### src/rtl/ts_clk_pkg.sv
// Shared types and constants for the ts_clk_gen tick/clock generator.
package ts_clk_pkg;

   typedef enum logic [1:0] {
      ST_STOP  = 2'd0,
      ST_RUN   = 2'd1,
      ST_DRAIN = 2'd2
   } state_e;

   localparam logic [1:0] MUX_ANY = 2'b00;
   localparam logic [1:0] MUX_ALL = 2'b01;
   localparam logic [1:0] MUX_ON  = 2'b10;
   localparam logic [1:0] MUX_OFF = 2'b11;

   // round(2^24 * 54 / 100): 54 MHz wrap rate from a 100 MHz clock at ACC_W=24
   localparam int unsigned INC_54M_100M = 32'd9059697;

   function automatic logic mux_en(input logic [1:0] mode, input logic any_v, input logic all_v);
      logic en;
      en = 1'b0;
      case (mode)
         MUX_ANY: en = any_v;
         MUX_ALL: en = all_v;
         MUX_ON:  en = 1'b1;
         default: en = 1'b0;
      endcase
      return en;
   endfunction

endpackage

### src/rtl/ts_phase_acc.sv
// Phase accumulator with increment register, one-deep pending increment and
// ready/valid config handshake; flags the carry-out of acc + inc as wrap.
module ts_phase_acc #(
   parameter int          ACC_W   = 24,
   parameter int unsigned INC_RST = 32'd9059697
) (
   input  logic             clk2,
   input  logic             rst_n,
   input  logic             active,
   input  logic             cfg_valid,
   input  logic [ACC_W-1:0] cfg_inc,
   output logic             cfg_ready,
   output logic             wrap
);

   logic [ACC_W-1:0] acc_q, acc_d;
   logic [ACC_W-1:0] inc_q, inc_d;
   logic [ACC_W-1:0] pend_q, pend_d;
   logic             pend_vld_q, pend_vld_d;
   logic [ACC_W-1:0] sum;
   logic             carry;

   always_comb begin
      {carry, sum} = {1'b0, acc_q} + {1'b0, inc_q};
      wrap         = active & carry;
      cfg_ready    = ~pend_vld_q;
      acc_d        = active ? sum : acc_q;
      inc_d        = inc_q;
      pend_d       = pend_q;
      pend_vld_d   = pend_vld_q;
      // Swap on a wrap boundary so the interval in flight keeps its length;
      // a value captured on the wrap cycle itself waits for the next wrap.
      if (pend_vld_q && (wrap || !active)) begin
         inc_d      = pend_q;
         pend_vld_d = 1'b0;
      end
      if (cfg_valid && cfg_ready) begin
         pend_d     = cfg_inc;
         pend_vld_d = 1'b1;
      end
   end

   always_ff @(posedge clk2) begin
      if (!rst_n) begin
         acc_q      <= '0;
         inc_q      <= ACC_W'(INC_RST);
         pend_q     <= '0;
         pend_vld_q <= 1'b0;
      end else begin
         acc_q      <= acc_d;
         inc_q      <= inc_d;
         pend_q     <= pend_d;
         pend_vld_q <= pend_vld_d;
      end
   end

endmodule

### src/rtl/ts_clk_gen.sv
// Enable-gated DDS tick generator: registered tick pulse per accumulator wrap and
// a divided clk_out. Define TS_CLK_GEN_TICK_CNT_EN to add the 32-bit tick_cnt output.
module ts_clk_gen
   import ts_clk_pkg::*;
#(
   parameter int          NUM_CH      = 4,
   parameter int          ACC_W       = 24,
   parameter int unsigned INC_DEFAULT = INC_54M_100M
) (
   input  logic              clk2,
   input  logic              rst_n,
   input  logic [NUM_CH-1:0] valid,
   input  logic [1:0]        mux_ctrl,
   input  logic              cfg_valid,
   input  logic [ACC_W-1:0]  cfg_inc,
   output logic              cfg_ready,
   output logic              tick,
   output logic              clk_out,
   output logic              running
`ifdef TS_CLK_GEN_TICK_CNT_EN
   ,
   output logic [31:0]       tick_cnt
`endif
);

   state_e state_q, state_d;
   logic   tick_q, tick_d;
   logic   clk_out_q, clk_out_d;
   logic   running_q, running_d;
   logic   en;
   logic   active;
   logic   wrap;

   ts_phase_acc #(
      .ACC_W   (ACC_W),
      .INC_RST (INC_DEFAULT)
   ) u_acc (
      .clk2      (clk2),
      .rst_n     (rst_n),
      .active    (active),
      .cfg_valid (cfg_valid),
      .cfg_inc   (cfg_inc),
      .cfg_ready (cfg_ready),
      .wrap      (wrap)
   );

   always_comb begin
      en        = mux_en(mux_ctrl, |valid, &valid);
      active    = (state_q != ST_STOP);
      tick_d    = wrap;
      clk_out_d = clk_out_q ^ wrap;
      state_d   = state_q;
      // Stopping uses the post-edge clk_out level so clk_out is always low in STOP.
      case (state_q)
         ST_STOP:  if (en) state_d = ST_RUN;
         ST_RUN:   if (!en) state_d = clk_out_d ? ST_DRAIN : ST_STOP;
         ST_DRAIN: begin
            if (en)              state_d = ST_RUN;
            else if (!clk_out_d) state_d = ST_STOP;
         end
         default:  state_d = ST_STOP;
      endcase
      running_d = (state_d != ST_STOP);
   end

   always_ff @(posedge clk2) begin
      if (!rst_n) begin
         state_q   <= ST_STOP;
         tick_q    <= 1'b0;
         clk_out_q <= 1'b0;
         running_q <= 1'b0;
      end else begin
         state_q   <= state_d;
         tick_q    <= tick_d;
         clk_out_q <= clk_out_d;
         running_q <= running_d;
      end
   end

   assign tick    = tick_q;
   assign clk_out = clk_out_q;
   assign running = running_q;

`ifdef TS_CLK_GEN_TICK_CNT_EN
   logic [31:0] tick_cnt_q, tick_cnt_d;

   always_comb tick_cnt_d = tick_q ? tick_cnt_q + 32'd1 : tick_cnt_q;

   always_ff @(posedge clk2) begin
      if (!rst_n) tick_cnt_q <= '0;
      else        tick_cnt_q <= tick_cnt_d;
   end

   assign tick_cnt = tick_cnt_q;
`endif

endmodule

### config.mk
export PLATFORM = sky130hd
export DESIGN_NAME = ts_clk_gen
export DESIGN_NICKNAME = d
export VERILOG_FILES = /design/src/rtl/ts_clk_pkg.sv /design/src/rtl/ts_phase_acc.sv /design/src/rtl/ts_clk_gen.sv
export SDC_FILE = /design/constraint.sdc
export NUM_CORES = 1
export LEC_CHECK = 0
export ABC_CLOCK_PERIOD_IN_PS = 5500
export CAP_MARGIN = 20
export CORE_UTILIZATION = 50
export CTS_CLUSTER_DIAMETER = 40
export DETAILED_ROUTE_END_ITERATION = 8
export PLACE_DENSITY = 0.71
export SLEW_MARGIN = 10
export SYNTH_ARGS = -nofsm -noshare
export SYNTH_HDL_FRONTEND = slang
export SYNTH_SLANG_ARGS = --single-unit
export TNS_END_PERCENT = 20
### constraint.sdc
create_clock -name clk2 -period 5.5 [get_ports clk2]
set_input_delay 0.825 -clock clk2 [delete_from_list [all_inputs] [get_ports clk2]]
set_output_delay 0.825 -clock clk2 [all_outputs]
set_load 0.02 [all_outputs]
Yosys cells after proc, flatten, opt, wreduce, memory -nomap -nowiden
Index checks and enable logic that the tools add are counted.
{"block": "classes", "add_sub_neg": 1, "n_eq_ne": 4, "mux": 9, "bitwise_logic": 3, "n_reduce_logical": 11}
{"cell": "$add 24x24->25", "count": 1}
{"cell": "$mux 2", "count": 5}
{"cell": "$pmux 2 s3", "count": 1}
{"cell": "$reduce_bool 2->1", "count": 3}
{"cell": "$eq 2x1->1 const B", "count": 2}
{"cell": "$eq 2x2->1 const B", "count": 2}
{"cell": "$logic_not 2->1", "count": 2}
{"cell": "$reduce_and 4->1", "count": 1}
{"cell": "$reduce_or 4->1", "count": 1}
{"cell": "$pmux 1 s3", "count": 1}
{"cell": "$logic_and 1x1->1", "count": 2}
{"cell": "$mux 1", "count": 2}
{"cell": "$and 1x1->1", "count": 1}
{"cell": "$logic_not 1->1", "count": 1}
{"cell": "$logic_or 1x1->1", "count": 1}
{"cell": "$not 1->1", "count": 1}
{"cell": "$xor 1x1->1", "count": 1}
{"block": "totals", "regBits": 78, "input_bits": 33, "output_inout_bits": 4, "elab_cells": 36}

Depth between registers and ports, before layout
{"block": "depth", "depth_word": 7, "depth_mapped": 11, "mapped_depth_nobuf": 9}

By module
A second synthesis with hierarchy kept.
{"block": "hier_totals", "cells_unflattened": 479, "area_unflattened_um2": 4100.2}
{"module": "ts_phase_acc", "instances": 1, "cells_each": 459, "area_each_um2": 3882.5, "seq_area_each_um2": 1461.4}
{"module": "ts_clk_gen", "instances": 1, "cells_each": 20, "area_each_um2": 217.7, "seq_area_each_um2": 100.1}

Worst setup path before layout
No wires, ideal clock.
{"block": "synth_path", "path_kind": "flip-flop to flip-flop", "from": "register u_acc.inc_q[0]", "to": "register u_acc.inc_q[10]", "setup_time_ps": 129, "arrival_time_ps": 2381, "required_ps": 5371, "setup_slack_ps": 2989, "stages_incl_launch_ff": 12, "n_path_buf": 2, "synth_period_minus_slack_ps": 2511, "path_cell_list": "dfxtp_1 -> ha_1 -> fa_1 -> a211oi_1 -> o211ai_2 -> a211oi_1 -> o31a_2 -> o31ai_4 -> buf_6 -> buf_12 -> mux2i_1 -> nand2_1"}
{"block": "synth_via", "elab_chain_len": 4}
{"item": "start: declaration", "line_no": "ts_phase_acc.sv:17", "rtl": "logic [ACC_W-1:0] inc_q, inc_d;"}
{"item": "start signal: assignment", "line_no": "ts_phase_acc.sv:46", "rtl": "inc_q <= ACC_W'(INC_RST);"}
{"item": "start signal: assignment", "line_no": "ts_phase_acc.sv:51", "rtl": "inc_q <= inc_d;"}
{"item": "$add 24x24->25", "line_no": "ts_phase_acc.sv:24", "rtl": "{carry, sum} = {1'b0, acc_q} + {1'b0, inc_q};"}
{"item": "$and 1x1->1", "line_no": "ts_phase_acc.sv:25", "rtl": "wrap = active & carry;"}
{"item": "$logic_or 1x1->1", "line_no": "ts_phase_acc.sv:33", "rtl": "if (pend_vld_q && (wrap || !active)) begin"}
{"item": "$logic_and 1x1->1", "line_no": "ts_phase_acc.sv:33"}
Every way passes these cells.
A chain may end at the register's enable or synchronous reset.

Worst setup path in the final report
{"block": "layout_path", "from": "register u_acc.inc_q[0]", "to": "register u_acc.inc_q[13]"}
Same word-level chain as after synthesis.

==> results.rst <==
.. list-table::
   :header-rows: 1

   * - Metric
     - Value
   * - # fillers
     - 732
   * - Stage delay of the slowest cell on the critical path
     - 430 ps
   * - Origin of the worst min-delay path
     - u_acc.pend_q[15]
   * - Cell mode on critical path
     - sky130_fd_sc_hd__a211oi_1
   * - Final WS setup
     - 2600 ps
   * - Post-CTS setup buffers
     - 0
   * - Reg-to-reg endpoint
     - u_acc.inc_q[13]
   * - Launch point of the worst reg-to-reg path
     - u_acc.inc_q[0]
   * - Flop2flop setup slack
     - 2600 ps
   * - Library cells used by synthesis
     - 45
   * - Overall routing resource usage
     - 21.9%
   * - Fraction of final layout cells sized beyond drive strength 1
     - 5.03%
   * - Residual DRC
     - 0
   * - Most used standard cells in the synthesized netlist
     - sky130_fd_sc_hd__nand2_1 (102), sky130_fd_sc_hd__dfxtp_1 (78), sky130_fd_sc_hd__o21ai_0 (31)
   * - Transition time at the pin with the least slew margin
     - 795 ps
   * - Storage cell area
     - 1560 um2
   * - Total CTS buffers
     - 9
   * - Post-synthesis cell area
     - 4020 um2
   * - Hold Path Sink
     - u_acc.pend_q[15]
   * - Top achievable clock speed
     - 345 MHz
   * - Width of the die
     - 91.7 um
   * - Total Die Area
     - 8410 um2
   * - Number of setup violations in the final report
     - 0
   * - Outcome
     - completed
   * - Nature of the critical path endpoint
     - flop
   * - Combinational group share of total power
     - 18.9%
   * - Clock period minus worst slack
     - 2900 ps
   * - Post-synthesis area per instance
     - 8.63 um2
   * - Post-synthesis sequential area ratio
     - 38.8%
   * - Resized cells post-CTS
     - 0
   * - I/O pin cnt
     - 37
   * - Synth Flop Type
     - sky130_fd_sc_hd__dfxtp_1
   * - Critical path cell sequence
     - ha_1 > fa_1 > a211oi_1 > o211ai_2 > a211oi_1 > o31a_2 > o31ai_4 > buf_4 > mux2i_1 > nand2_1
   * - Count of routing violations after the opening detailed-route iteration
     - 219
   * - Post-route ant nets
     - 0
   * - Most numerous cell in the Yosys netlist
     - sky130_fd_sc_hd__nand2_1
   * - Starting density of the core
     - 51.8%
   * - Met3 wire len
     - 374 um
   * - Average via count per standard cell
     - 5.47
   * - Post-synth EDFFs
     - 0
   * - CTS tree
     - built
   * - Switch share
     - 29.0%
   * - Max stage delay cell, worst path
     - sky130_fd_sc_hd__fa_1
   * - Internal power
     - 0.000925 W
   * - Setup crit start
     - u_acc.inc_q[0]
   * - Gate count of the mapped netlist
     - 466
   * - Routability cong.
     - 0.885
   * - Clock network latency to the later pin of the worst-skew pair
     - 350 ps
   * - CTS Hold Buffers Added
     - 0
   * - Count of buffers inserted at the top-level ports
     - 36
   * - Deepest clock path buffer count
     - 2
   * - Cell area after layout
     - 4610 um2
   * - Number of endpoints with negative hold slack in the final report
     - 0
   * - Global route overflow
     - 0
   * - Pwr/cell area
     - 283 nW/um2
   * - Pre-CTS setup slack
     - 2700 ps
   * - Design Power
     - 0.00130 W
   * - Average detailed-routed wire length per instance
     - 13.8 um
   * - Worst Reg-to-Reg Cells
     - 10
   * - Row cnt
     - 32
   * - Pins over their slew limit
     - 0
   * - Root buffer selected by CTS
     - sky130_fd_sc_hd__clkbuf_8
   * - Routed length on met2
     - 3.63 mm
   * - Detail Placement HPWL
     - 5.81 mm
   * - Part of the cycle the worst path needs
     - 52.7%
   * - Worst voltage drop across the vdd grid
     - 0.000153 V
   * - Vias
     - 3278
   * - TNS Setup
     - 0 ps
   * - Arrival time reported for the critical path endpoint
     - 3100 ps
   * - Die boundary height
     - 91.7 um
   * - Synth warn
     - 0
   * - Portion of total power attributed to sequential cells
     - 47.7%
   * - Type of origin of the critical path
     - flop
   * - Met1 WL
     - 4.16 mm
   * - Buffering stage count on the worst path with inverters included
     - 1
   * - Area grow syn2layout
     - 14.6%
   * - DRT Pass-1 Iters
     - 4
   * - Core area
     - 7770 um2
   * - Async set-reset flop share out of synthesis
     - 0%
   * - Number of clock sinks
     - 78
   * - Footprint of the multi-input gates
     - 2330 um2
   * - Worst hold-check path type
     - flop to flop
   * - Number of global-route vias before repair
     - 3207
   * - Area contributors post-synth
     - sky130_fd_sc_hd__dfxtp_1 (39%), sky130_fd_sc_hd__nand2_1 (9.5%), sky130_fd_sc_hd__ha_1 (7.5%)
   * - Kind of critical path
     - flop to flop
   * - Number of nets in the finished design
     - 550
   * - Net switching power
     - 0.000378 W
   * - Synthesized Nets
     - 524
   * - Post-synthesis cell type with the largest combined area
     - sky130_fd_sc_hd__dfxtp_1
   * - Maximum net fanout on the critical path
     - 37
   * - Hold depth
     - 2
   * - Top-area cell type share of the netlist area
     - 38.8%
   * - Dominant delay contributor by cell family on the critical path
     - compound AO/OA/AOI/OAI gates
   * - Number of antenna violations at the first check in global routing
     - 0
   * - Power share of the clock group
     - 33.3%
   * - Wire length after detailed routing
     - 8.27 mm
   * - Clock transition at the registers of the reported paths
     - 90 ps
   * - Setup repair after global routing missed its margin
     - false
   * - Remaining max-slew budget at the tightest pin
     - 46.9%
   * - CP Data Required Time
     - 5700 ps
   * - Placed cell areas
     - 4410 um2
   * - Post-route clock skew
     - 14.8 ps
   * - Total inserted antenna cells
     - 0
   * - Uppermost layer routed
     - met4
   * - Maximum level of the CTS H-tree
     - 3
   * - Global-route wire length before repair
     - 14.9 mm
   * - Largest net degree at the start of global routing
     - 80
   * - Count of state elements after synthesis
     - 78
   * - Leakage power
     - 1.88 nW
   * - Maxcap violations
     - 0
## per-layer routing
layer	GRT usage, %	vias up
met5	0	-
met4	6.61	0
met3	3.07	11
met2	33.6	80
met1	31.7	1485
li1	-	1702
## worst max-delay path by stage
stage | end | slack (ps) | depth (start not counted)
floorplan | u_acc.inc_q[10] | 2990 | 11
global placement | u_acc.inc_q[0] | 2740 | 10
detailed placement | u_acc.inc_q[8] | 2700 | 10
CTS | u_acc.inc_q[13] | 2650 | 10
global route | u_acc.inc_q[8] | 2330 | 10
finish | u_acc.inc_q[13] | 2600 | 10
## power by group through the flow
| stage | Clock [W] | Combinational [W] | Sequential [W] |
|---|---|---|---|
| after global routing | 0.000469 | 0.000279 | 0.000626 |
| after floorplan | 0 | 0.000187 | 0.000627 |
| after global placement | 0 | 0.000239 | 0.000634 |
| after detailed placement | 0 | 0.000244 | 0.000634 |
| final | 0.000434 | 0.000246 | 0.000622 |
| after CTS | 0.000441 | 0.000246 | 0.000622 |
## through the flow
stage / utilization [%] / std cells / hold WS, ps
2_1_floorplan: - / 466 / 440
3_3_place_gp: 56.7 / 583 / 454
3_5_place_dp: 56.7 / 583 / 459
4_1_cts: 59.3 / 599 / 471
5_1_grt: 59.3 / 599 / 488
6_report: 59.3 / 599 / 467
## area by class of cell
class / instances / area share [%]
Sequential cell: 78 / 33.9
Inverter: 2 / 0.163
Clock inverter: 6 / 1.55
Clock buffer: 10 / 2.77
Timing Repair Buffer: 40 / 8.37
Multi-Input combinational cell: 361 / 50.5
Tap cell: 102 / 2.77
## flip-flops by register name (all words and copies together), names as in the netlist
name	count
u_acc.acc_q	24
u_acc.inc_q	24
u_acc.pend_q	24
state_q	2
clk_out	1
running	1
tick	1
u_acc.pend_vld_q	1
## kinds of logic (layout without fill, tap and decap cells)
| logic type | Yosys count | after routing | synth area share, % |
|---|---|---|---|
| muxes | 12 | 12 | 2.99 |
| xor gates and xnor gates | 24 | 24 | 5.23 |
| DFF | 78 | 78 | 38.8 |
| buffers and inverters | 27 | 58 | 3.33 |
| and+or+nand+nor | 162 | 162 | 17.6 |
| adders and majority gates | 25 | 25 | 7.97 |
| AOI/OAI and AO/OA | 138 | 138 | 24.1 |
## worst min-delay path, delay by kind of cell, from the launching register on
family / cells / cell delay [ps]
simple gates: 1 / 50
compound gates: 1 / 60
flops: 1 / 310
## cells in the final DEF (no fill, tap or decap), drive strengths merged, types with 12 or more instances in the layout
master         Yosys  routed
nor2              13      13
xnor2             19      19
a21boi            27      27
a21o              15      15
clkdlybuf4s50      0      35
nand2            102     102
a21oi             16      16
mux2i             12      12
ha                24      24
o21ai             31      31
nand3             12      12
dfxtp             78      78
(Power assumes the default switching activity.)
